File: config.mk
export PLATFORM = sky130hd
export DESIGN_NAME = tile_map_arbiter
export DESIGN_NICKNAME = d
export VERILOG_FILES = /design/src/rtl/tile_map_pkg.sv /design/src/rtl/map_fetch_detect.sv /design/src/rtl/tile_map_arbiter.sv
export SDC_FILE = /design/constraint.sdc
export NUM_CORES = 1
export LEC_CHECK = 0
export ABC_AREA = 0
export CORE_MARGIN = 1
export CORE_UTILIZATION = 55
export CTS_BUF_LIST = sky130_fd_sc_hd__clkbuf_8
export DETAILED_ROUTE_END_ITERATION = 16
export PLACE_DENSITY = 0.95
export SLEW_MARGIN = 0
export SYNTH_ARGS = -nofsm -noshare
export SYNTH_HDL_FRONTEND = slang
export SYNTH_SLANG_ARGS = --single-unit
export TNS_END_PERCENT = 30
File: constraint.sdc
create_clock -name clk -period 5.4 [get_ports clk]
set_input_delay 1.62 -clock clk [delete_from_list [all_inputs] [get_ports clk]]
set_output_delay 1.62 -clock clk [all_outputs]
set_load 0.02 [all_outputs]
File: src/rtl/tile_map_pkg.sv
// Shared widths, pipeline owner tags and address packing for the tile map arbiter.
package tile_map_pkg;

  localparam int MAP_X_W    = 6;
  localparam int MAP_Y_W    = 5;
  localparam int MAP_ADDR_W = 11;

  // Owner of a RAM slot; travels down the G/I/D pipeline with the access.
  typedef enum logic [1:0] {
    NONE    = 2'd0,
    DISP    = 2'd1,
    GAME_RD = 2'd2,
    GAME_WR = 2'd3
  } owner_e;

  function automatic logic [MAP_ADDR_W-1:0] pack_addr(input logic [MAP_Y_W-1:0] y,
                                                      input logic [MAP_X_W-1:0] x);
    return {y, x};
  endfunction

endpackage

File: src/rtl/map_fetch_detect.sv
// Remembers the last display coordinate sent to the RAM and flags when a new fetch is needed.
module map_fetch_detect
  import tile_map_pkg::*;
(
  input  logic               clk,
  input  logic               reset_n,
  input  logic               display_en,
  input  logic [MAP_X_W-1:0] xmap,
  input  logic [MAP_Y_W-1:0] ymap,
  input  logic               grant_disp,
  output logic               disp_demand,
  output logic               coord_match
);

  logic [MAP_X_W-1:0] last_x;
  logic [MAP_Y_W-1:0] last_y;
  logic               last_vld;

  // Leaving active video forgets the coordinate so re-entry always refetches.
  always_ff @(posedge clk or negedge reset_n) begin
    if (!reset_n) begin
      last_x   <= '0;
      last_y   <= '0;
      last_vld <= 1'b0;
    end else if (!display_en) begin
      last_vld <= 1'b0;
    end else if (grant_disp) begin
      last_x   <= xmap;
      last_y   <= ymap;
      last_vld <= 1'b1;
    end
  end

  assign coord_match = last_vld && (xmap == last_x) && (ymap == last_y);
  assign disp_demand = display_en && !coord_match;

endmodule

File: src/rtl/tile_map_arbiter.sv
// Shares the single-port tile map RAM between display fetches and game REQ/ACK accesses.
// Define MAP_BLANK_ONLY_EN to restrict game writes to blanking (DISPLAY_EN low).
module tile_map_arbiter
  import tile_map_pkg::*;
#(
  parameter int TILE_W = 4
) (
  input  logic                  clk,
  input  logic                  reset_n,
  input  logic                  display_en,
  input  logic [MAP_X_W-1:0]    xmap,
  input  logic [MAP_Y_W-1:0]    ymap,
  output logic [TILE_W-1:0]     tile_out,
  output logic                  tile_valid,
  input  logic                  game_req,
  input  logic                  game_we,
  input  logic [MAP_X_W-1:0]    game_x,
  input  logic [MAP_Y_W-1:0]    game_y,
  input  logic [TILE_W-1:0]     game_wdata,
  output logic                  game_ack,
  output logic [TILE_W-1:0]     game_rdata,
  output logic [MAP_ADDR_W-1:0] ram_addr,
  output logic                  ram_we,
  output logic [TILE_W-1:0]     ram_wdata,
  input  logic [TILE_W-1:0]     ram_rdata
);

  logic                  disp_demand;
  logic                  coord_match;
  logic                  game_busy;
  logic                  game_write_ok;
  logic                  game_demand;
  logic                  ack_next;
  logic                  disp_in_flight;
  owner_e                grant;
  logic [MAP_ADDR_W-1:0] grant_addr;

  owner_e                g_owner;
  logic [MAP_ADDR_W-1:0] g_addr;
  logic [TILE_W-1:0]     g_wdata;
  owner_e                i_owner;
  owner_e                d_owner;

  map_fetch_detect u_detect (
    .clk         (clk),
    .reset_n     (reset_n),
    .display_en  (display_en),
    .xmap        (xmap),
    .ymap        (ymap),
    .grant_disp  (grant == DISP),
    .disp_demand (disp_demand),
    .coord_match (coord_match)
  );

`ifdef MAP_BLANK_ONLY_EN
  assign game_write_ok = !display_en;
`else
  assign game_write_ok = 1'b1;
`endif

  assign game_demand    = game_req && !game_busy && (!game_we || game_write_ok);
  assign ack_next       = (i_owner == GAME_WR) || (d_owner == GAME_RD);
  assign disp_in_flight = (g_owner == DISP) || (i_owner == DISP);

  // Fixed priority: display takes the slot whenever it wants one.
  always_comb begin
    grant      = NONE;
    grant_addr = pack_addr(ymap, xmap);
    if (disp_demand) begin
      grant = DISP;
    end else if (game_demand) begin
      grant      = game_we ? GAME_WR : GAME_RD;
      grant_addr = pack_addr(game_y, game_x);
    end
  end

  // Grant, issue, data and result stages; write ACK comes out of D, read results out of R.
  always_ff @(posedge clk or negedge reset_n) begin
    if (!reset_n) begin
      g_owner    <= NONE;
      g_addr     <= '0;
      g_wdata    <= '0;
      i_owner    <= NONE;
      d_owner    <= NONE;
      ram_addr   <= '0;
      ram_we     <= 1'b0;
      ram_wdata  <= '0;
      game_ack   <= 1'b0;
      game_rdata <= '0;
      game_busy  <= 1'b0;
      tile_out   <= '0;
      tile_valid <= 1'b0;
    end else begin
      g_owner <= grant;
      if (grant != NONE) begin
        g_addr  <= grant_addr;
        g_wdata <= game_wdata;
      end

      i_owner <= g_owner;
      ram_we  <= (g_owner == GAME_WR);
      if (g_owner != NONE) ram_addr <= g_addr;
      if (g_owner == GAME_WR) ram_wdata <= g_wdata;

      d_owner  <= i_owner;
      game_ack <= ack_next;
      if (d_owner == GAME_RD) game_rdata <= ram_rdata;
      if (d_owner == DISP) tile_out <= ram_rdata;

      if (grant == GAME_RD || grant == GAME_WR) game_busy <= 1'b1;
      else if (ack_next) game_busy <= 1'b0;

      // Valid only once the newest display fetch has landed and the coordinate still matches it.
      tile_valid <= ((d_owner == DISP) || tile_valid) && display_en && coord_match
                    && !disp_in_flight;
    end
  end

endmodule

==> results.json, run 1 <==
{
  "drive_gt1_frac": 0.227,
  "htreeDepth": 3,
  "ys_warn_count": 0,
  "final_antenna_net_count": 0,
  "ctsHoldBuffers": 0,
  "crit_path_start_kind": "primary input",
  "p_sw_frac": 0.304,
  "port_buffers": 60,
  "grt_usage": 0.251,
  "synth_nets": 246,
  "final_cell_area_um2": 3450,
  "synth.avg_cell_area_um2": 12.5,
  "die_h_um": 71.3,
  "wire_per_inst_um": 17.0,
  "clkPwrFrac": 0.256,
  "cts_num_sinks": 60,
  "die_x_um": 71.3,
  "core-area_um2": 4470,
  "ys_ff_latch": 60,
  "numCtsBuffers": 9,
  "synth_ff_type": "dfrtp_1",
  "io_pins": 61,
  "reg2reg_slack_ns": 3.09,
  "cp.required_ns": 5.61,
  "finalSetupTns_ns": 0,
  "violations": "design-rule violations",
  "pwr-share-seq": 0.408,
  "hold_viol_final": 0,
  "synth_largest_area_cell": "dfrtp_1",
  "critPathLaunch": "xmap[5]",
  "status": "finished, violations left",
  "min-delay-start": "i_owner[0]$_DFF_PN0_",
  "r2r_start": "u_detect.last_y[2]$_DFFE_PN0P_",
  "grt_pass1_vias": 1960,
  "rows": 24,
  "cts_resized": 0,
  "finalNetCount": 309,
  "cts-root-buf": "clkbuf_8",
  "dieArea_um2": 5080,
  "drv_slew": 0,
  "tightest_slew_ns": 1.05,
  "min_path_type": "register to register",
  "clock.fmax_mhz": 271,
  "yosys-top-cells-count": "dfrtp_1 (60), nand2_1 (42), mux2_2 (37), xnor2_1 (11)",
  "power_frac_comb": 0.335,
  "drc": 6,
  "grt_overflow": 0,
  "intPower_w": 0.00107,
  "min_period_over_period": 0.684,
  "ir_drop_mv": 0.256,
  "gp_congestion": 0.723,
  "finalNonFillerCells": 329,
  "total_power_w": 0.00153,
  "switchingPower_w": 0.000465,
  "synth_top_area_share": 0.569,
  "dp_hpwl_um": 3860,
  "initial_core_util": 0.589,
  "dp.cells": 315,
  "cts_tree": "yes",
  "firstDrtPassIters": 10,
  "clkTransAtPathRegs_ns": 0.06,
  "ys_async_sr_fraction": 1.00,
  "skew_ns": 0.00968,
  "yosysMostFrequentCell": "dfrtp_1",
  "drt-initial-drc-count": 113,
  "netlist_instances": 211,
  "antenna_cells": 0,
  "synth-edff-count": 0,
  "slew_headroom": 0.294,
  "insertion_delay_ns": 0.33,
  "setup_viol": 0,
  "rsz0062_at_grt": "no",
  "seq_area_frac_synth": 0.569,
  "synth_cell_types": 26,
  "vias": 1871,
  "leakage_nw": 1.50,
  "syn_to_final_growth_pct": 31.0,
  "clockBufferDepth": 2,
  "critPathMaxFanout": 14,
  "antenna_found_initial": 0,
  "place_area_um2": 3260,
  "worstSetupEndpointType": "register",
  "synth_area_leaders": "dfrtp_1 (57%), mux2_2 (16%), nand2_1 (6.0%), mux2_4 (4.6%), xnor2_1 (3.7%)",
  "via_per_inst": 5.69,
  "period_needed_ns": 3.70,
  "grt_pass1_wl_um": 9380,
  "grt_max_degree": 61,
  "critical_path_class": "primary input to register",
  "fin_util": 0.772,
  "post_cts_buffers": 0,
  "power_density_nw_per_um2": 443,
  "drt_wl_total_um": 5600,
  "crit_arrival_ns": 3.91,
  "maxCapViolations": 0,
  "synth_area_um2": 2640
}
## path summary, 6_finish.rpt
check | endpoint | cells after the start
max reg2reg | g_addr[1]$_DFFE_PN0P_ | 4
min reg2reg | d_owner[0]$_DFF_PN0_ | 0
max in group asynchronous | g_addr[1]$_DFFE_PN0P_ | 2
max | g_addr[1]$_DFFE_PN0P_ | 5
min | d_owner[0]$_DFF_PN0_ | 0
min in group asynchronous | g_addr[3]$_DFFE_PN0P_ | 2
## power by group through the flow
stage	Combinational, W	Sequential (W)	Clock (W)
detailed placement	0.000516	0.000634	0
CTS	0.000519	0.000627	0.000397
floorplan	0.000206	0.000712	0
finish	0.000514	0.000625	0.000393
global route	0.000547	0.000638	0.000424
global placement	0.000501	0.000626	0
## registers in the layout, indices dropped and copies added (netlist names), 2 cells and up
name             count
g_addr              11
g_wdata              4
game_rdata           4
ram_addr            11
u_detect.last_x      6
ram_wdata            4
g_owner              2
i_owner              2
d_owner              2
tile_out             4
u_detect.last_y      5
## per-stage QoR
| stage | hold WS, ns | setup slack, ns |
|---|---|---|
| after global placement | 0.374 | 1.47 |
| after detailed placement | 0.380 | 1.38 |
| after global routing | 0.405 | 1.61 |
| after CTS | 0.393 | 1.73 |
| after floorplan | 0.367 | 2.39 |
| final | 0.397 | 1.70 |
## critical path, stage by stage
cell and delay [ns]:
clkdlybuf4s50_1 0.53, xnor2_1 0.16, nand4_2 0.28, o31ai_4 0.89, mux2_2 0.42
## routing by layer
layer / vias up / share of wire / global-route usage
li1: 859 / - / -
met1: 943 / 0.42 / 0.309
met2: 61 / 0.53 / 0.418
met3: 8 / 0.040 / 0.0633
met4: 0 / 0.017 / 0.116
met5: - / 0 / 0
## final cells by class
type | instances | area (um2)
tap | 52 | 65.1
inverter | 2 | 7.51
timing repair buffer | 62 | 611
clock buffer | 11 | 151
multi-input combinational | 139 | 1080
fill | 300 | 1020
sequential | 60 | 1500
clock inverter | 3 | 38.8
## cells by family after synthesis
kind of cell,count (synthesis),share of synthesized area
xor+xnor,11,0.0365
mux,45,0.204
simple gates,71,0.131
compound gates,12,0.0379
flops,60,0.569
buf+inv,12,0.0213
## cell usage in the layout, fill, tap and decap left out, types with 8 or more instances in the layout
cell type and n:
clkdlybuf4s50_1 59, clkbuf_8 11, mux2_2 37, xnor2_1 11
dfrtp_1 60, mux2_4 8, nand2_1 42
(Power assumes the default switching activity.)
==> inputs of run 2 (changes only) <==
--- a/config.mk
+++ b/config.mk
@@ -7,10 +7,10 @@
 export LEC_CHECK = 0
 export ABC_AREA = 0
 export CORE_MARGIN = 1
-export CORE_UTILIZATION = 55
+export CORE_UTILIZATION = 52
 export CTS_BUF_LIST = sky130_fd_sc_hd__clkbuf_8
 export DETAILED_ROUTE_END_ITERATION = 16
-export PLACE_DENSITY = 0.95
+export PLACE_DENSITY = 0.92
 export SLEW_MARGIN = 0
 export SYNTH_ARGS = -nofsm -noshare
 export SYNTH_HDL_FRONTEND = slang
==> constraint.sdc (replaced) <==
create_clock -name clk -period 3.9 [get_ports clk]
set_input_delay 1.17 -clock clk [delete_from_list [all_inputs] [get_ports clk]]
set_output_delay 1.17 -clock clk [all_outputs]
set_load 0.02 [all_outputs]
==> run 2 against run 1 <==
Net effect: highest routed layer unchanged; utilization decreased by 3.6 points; largest power group unchanged; critical path type unchanged; design area increased by 2.6%; sequential share of layout area decreased by 1.1 points; wire length increased by 1.9%; sequential cell count unchanged; clock-buffer cell count decreased by 2; clock power increased by 72%; the flow now finishes without violations; largest cell class unchanged; power increased by 48%.
==> results.json, run 2 (synthesis results as in run 1) <==
{
  "die_h_um": 73.2,
  "maxCapViolations": 0,
  "port_buffers": 60,
  "slew_headroom": 0.233,
  "leakage_nw": 1.53,
  "power_density_nw_per_um2": 638,
  "drive_gt1_frac": 0.245,
  "top_regs": "g_addr x11, ram_addr x11, u_detect.last_x x6",
  "grt_pass1_wl_um": 9730,
  "dp_hpwl_um": 3670,
  "grt_util_met3": 0.0497,
  "critPathMaxFanout": 9,
  "critical_path_class": "primary input to register",
  "cts-root-buf": "clkbuf_8",
  "critPathLaunch": "ymap[3]",
  "cts_resized": 0,
  "skew_ns": 0.00770,
  "wire_per_inst_um": 16.3,
  "via_per_inst": 5.44,
  "rsz0062_at_grt": "no",
  "antenna_found_initial": 0,
  "die_x_um": 73.2,
  "final_common_cell": "dfrtp_1",
  "grt_max_degree": 46,
  "gp_congestion": 0.763,
  "hold_viol_final": 0,
  "antenna_cells": 0,
  "post_cts_buffers": 0,
  "min_period_over_period": 0.759,
  "crit_arrival_ns": 3.18,
  "layout_common_cells": "dfrtp_1 (60), clkdlybuf4s50_1 (59), nand2_1 (42)",
  "finalNetCount": 312,
  "drt_wl_total_um": 5710,
  "cts_num_sinks": 60,
  "rows": 25,
  "insertion_delay_ns": 0.34,
  "htreeDepth": 3,
  "ctsHoldBuffers": 0,
  "worstSetupEndpointType": "register",
  "cp.required_ns": 4.12,
  "met1_usage": 0.305,
  "drc": 0,
  "final_antenna_net_count": 0,
  "period_needed_ns": 2.96,
  "core-area_um2": 4820,
  "firstDrtPassIters": 4,
  "crit_path_start_kind": "primary input",
  "place_area_um2": 3310,
  "finalSetupTns_ns": 0,
  "min_path_type": "register to register",
  "drt-initial-drc-count": 87,
  "tightest_slew_ns": 1.15,
  "globalRouteMet2Util": 0.417,
  "cts_tree": "yes",
  "ir_drop_mv": 0.541,
  "dieArea_um2": 5360,
  "final_cell_area_um2": 3540,
  "syn_to_final_growth_pct": 34.4,
  "grt_overflow": 0,
  "setup_viol": 0,
  "grt_usage": 0.249,
  "clkTransAtPathRegs_ns": 0.07,
  "vias": 1900,
  "grt-busiest-layer": "met2",
  "grt_pass1_vias": 2024,
  "clockBufferDepth": 2,
  "io_pins": 61,
  "status": "finished clean",
  "initial_core_util": 0.548,
  "numCtsBuffers": 9,
  "r2r_start": "u_detect.last_y[3]$_DFFE_PN0P_",
  "clock.fmax_mhz": 338,
  "drv_slew": 0,
  "min-delay-start": "i_owner[0]$_DFF_PN0_"
}
==> run 2: changes by cell type in the layout (fill, tap and decap cells not counted) <==
cell	delta
buf_4	+3
inv_1	-1
bufinv_16	+2
clkinvlp_4	+2
clkinv_2	+1
clkbuf_8	-2
==> run 2: per-layer routing <==
metal  up-vias  routed length (um)
met5         -                   0
met4         0                 129
met3        11                 282
met2        76                2900
met1       948                2400
li1        865                   -
==> run 2: final timing paths <==
path                                                  to  slack [ns]  cells after the start
worst max register to register     g_addr[2]$_DFFE_PN0P_        1.84                      5
worst min register to register      d_owner[0]$_DFF_PN0_        0.41                      0
worst min-delay path                d_owner[0]$_DFF_PN0_        0.41                      0
worst max-delay path               g_addr[2]$_DFFE_PN0P_        0.94                      6
min in group asynchronous        ram_addr[9]$_DFFE_PN0P_        0.99                      1
max in group asynchronous       ram_addr[10]$_DFFE_PN0P_        2.13                      2
==> run 2: layout make-up <==
type,count,area (um2)
sequential,60,1500
fill,341,1270
multi-input combinational,139,1080
timing repair buffer,65,633
clock buffer,9,124
clock inverter,7,115
tap,67,83.8
inverter,2,7.51
==> run 2: critical path: stages <==
cell             delay (ns)
clkdlybuf4s50_1        0.47
xnor2_1                0.25
nand4_1                0.20
o31ai_4                0.44
buf_4                  0.29
mux2_2                 0.36
==> run 2: through the flow <==
step	std cells	total power, W	util	hold slack [ns]	worst slack [ns]
5_1_grt	349	0.00237	0.736	0.436	0.790
2_1_floorplan	211	0.00127	-	0.367	1.34
3_3_place_gp	333	0.00156	0.686	0.380	0.693
4_1_cts	349	0.00227	0.736	0.410	0.929
6_report	349	0.00226	0.736	0.407	0.940
3_5_place_dp	333	0.00159	0.686	0.389	0.610
==> run 2: power by group <==
| part | leakage [nW] | switching (W) | internal, W |
|---|---|---|---|
| Combinational | 0.700 | 0.000340 | 0.000377 |
| Clock | 0.115 | 0.000254 | 0.000422 |
| Sequential | 0.711 | 0.0000872 | 0.000781 |
==> inputs of run 3 (changes only) <==
==> constraint.sdc (replaced) <==
create_clock -name clk -period 3 [get_ports clk]
set_input_delay 0.9 -clock clk [delete_from_list [all_inputs] [get_ports clk]]
set_output_delay 0.9 -clock clk [all_outputs]
set_load 0.02 [all_outputs]
==> run 3 against run 2 <==
Net effect: first-iteration DRC count rose by 17%; clock-buffer cell count did not move; sequential share of layout area rose by 0.090 points; utilization fell by 0.16 points; global-route usage fell by 1.9 points; power rose by 23%; worst setup slack got worse by 0.44 ns; cell count rose by 1.1%; critical path type unchanged.
==> results.json, run 3 (synthesis results as in run 1) <==
{
  "gp_congestion": 0.754,
  "crit_family": "buffers and inverters",
  "grt_pass1_wl_um": 8890,
  "reg2reg_slack_ns": 1.15,
  "cts_tree": "yes",
  "cp_cell_sequence": "clkdlybuf4s50_1 > xnor2_1 > nand4_1 > o31ai_4 > buf_4 > mux2_2",
  "rsz0062_at_grt": "no",
  "drv_slew": 0,
  "dieArea_um2": 5360,
  "drc": 0,
  "io_pins": 61,
  "cts_resized": 0,
  "leakage_nw": 1.52,
  "antenna_found_initial": 0,
  "cts_num_sinks": 60,
  "final_antenna_net_count": 0,
  "grt_pass1_vias": 1913,
  "drt_wl_total_um": 5540,
  "dp_hpwl_um": 3920,
  "cp.required_ns": 3.22,
  "syn_to_final_growth_pct": 34.1,
  "min_period_over_period": 0.833,
  "skew_ns": 0.00863,
  "multi_input_area_um2": 1080,
  "drive_gt1_frac": 0.255,
  "crit_path_start_kind": "primary input",
  "port_buffers": 60,
  "die_h_um": 73.2,
  "clockBufferDepth": 2,
  "setup_viol": 0,
  "layout_common_cells": "dfrtp_1 (60), clkdlybuf4s50_1 (59), nand2_1 (42)",
  "wire_per_inst_um": 15.7,
  "crit_slowest_cell": "clkdlybuf4s50_1",
  "slew_headroom": 0.527,
  "dp.cells": 337,
  "drt-initial-drc-count": 102,
  "hold_viol_final": 0,
  "critPathMaxFanout": 9,
  "min_path_type": "register to register",
  "period_needed_ns": 2.50,
  "core-area_um2": 4820,
  "post_cts_buffers": 0,
  "firstDrtPassIters": 4,
  "cts-root-buf": "clkbuf_8",
  "path_buf_inv": 2,
  "final_common_cell": "dfrtp_1",
  "numCtsBuffers": 9,
  "fill_cells": 332,
  "crit_arrival_ns": 2.72,
  "critPathMaxStageDelay_ns": 0.47,
  "vias": 1901,
  "status": "finished clean",
  "grt_max_degree": 23,
  "top_regs": "g_addr x11, ram_addr x11, u_detect.last_x x6",
  "finalNetCount": 316,
  "die_x_um": 73.2,
  "clock.fmax_mhz": 400,
  "maxCapViolations": 0,
  "critical_path_class": "primary input to register",
  "finalNonFillerCells": 353,
  "ctsHoldBuffers": 0,
  "via_per_inst": 5.39,
  "regArea_um2": 1500,
  "initial_core_util": 0.548,
  "clkTransAtPathRegs_ns": 0.07,
  "tightest_slew_ns": 0.709,
  "htreeDepth": 3,
  "finalSetupTns_ns": 0,
  "insertion_delay_ns": 0.34,
  "power_density_nw_per_um2": 788,
  "grt_usage": 0.230,
  "worstSetupEndpointType": "register",
  "ir_drop_mv": 0.386,
  "rows": 25,
  "grt_overflow": 0,
  "antenna_cells": 0
}
## run 3: metal layers
metal	part of all wire	vias up	track usage
met5	0	-	0
met4	0.021	0	0.150
met3	0.048	12	0.0331
met2	0.51	71	0.372
met1	0.42	948	0.287
li1	-	870	-
## run 3: path summary, 6_finish.rpt
kind | from | end | cells after the start
setup / recovery | ymap[3] | g_addr[2]$_DFFE_PN0P_ | 6
hold / removal | i_owner[0]$_DFF_PN0_ | d_owner[0]$_DFF_PN0_ | 0
setup reg to reg | u_detect.last_y[3]$_DFFE_PN0P_ | g_addr[2]$_DFFE_PN0P_ | 5
hold reg to reg | i_owner[0]$_DFF_PN0_ | d_owner[0]$_DFF_PN0_ | 0
max in group asynchronous | reset_n | u_detect.last_y[3]$_DFFE_PN0P_ | 2
min in group asynchronous | reset_n | ram_addr[4]$_DFFE_PN0P_ | 1
## run 3: area by class of cell
class / count / share of cell area
multi-input combinational: 139 / 0.305
clock inverter: 7 / 0.0219
timing repair buffer: 69 / 0.187
clock buffer: 9 / 0.0350
tap: 67 / 0.0237
inverter: 2 / 0.00212
sequential: 60 / 0.424
## run 3: per-stage QoR
stage                     area (um2)  worst slack [ns]  hold slack, ns  utilization  power (W)
final                           3540             0.500           0.402        0.734    0.00279
after global routing            3540             0.431           0.408        0.734    0.00292
after CTS                       3540             0.540           0.400        0.734    0.00281
after detailed placement        3340             0.209           0.383        0.692    0.00208
after global placement          3340             0.264           0.379        0.692    0.00205
after floorplan                 2640             0.715           0.367            -    0.00165
## run 3: report_power, final
| group | leakage [nW] | total (W) | switching (W) | internal (W) |
|---|---|---|---|---|
| logic | 0.720 | 0.000937 | 0.000438 | 0.000500 |
| registers | 0.711 | 0.00113 | 0.000115 | 0.00102 |
| clock network | 0.0877 | 0.000721 | 0.000336 | 0.000385 |
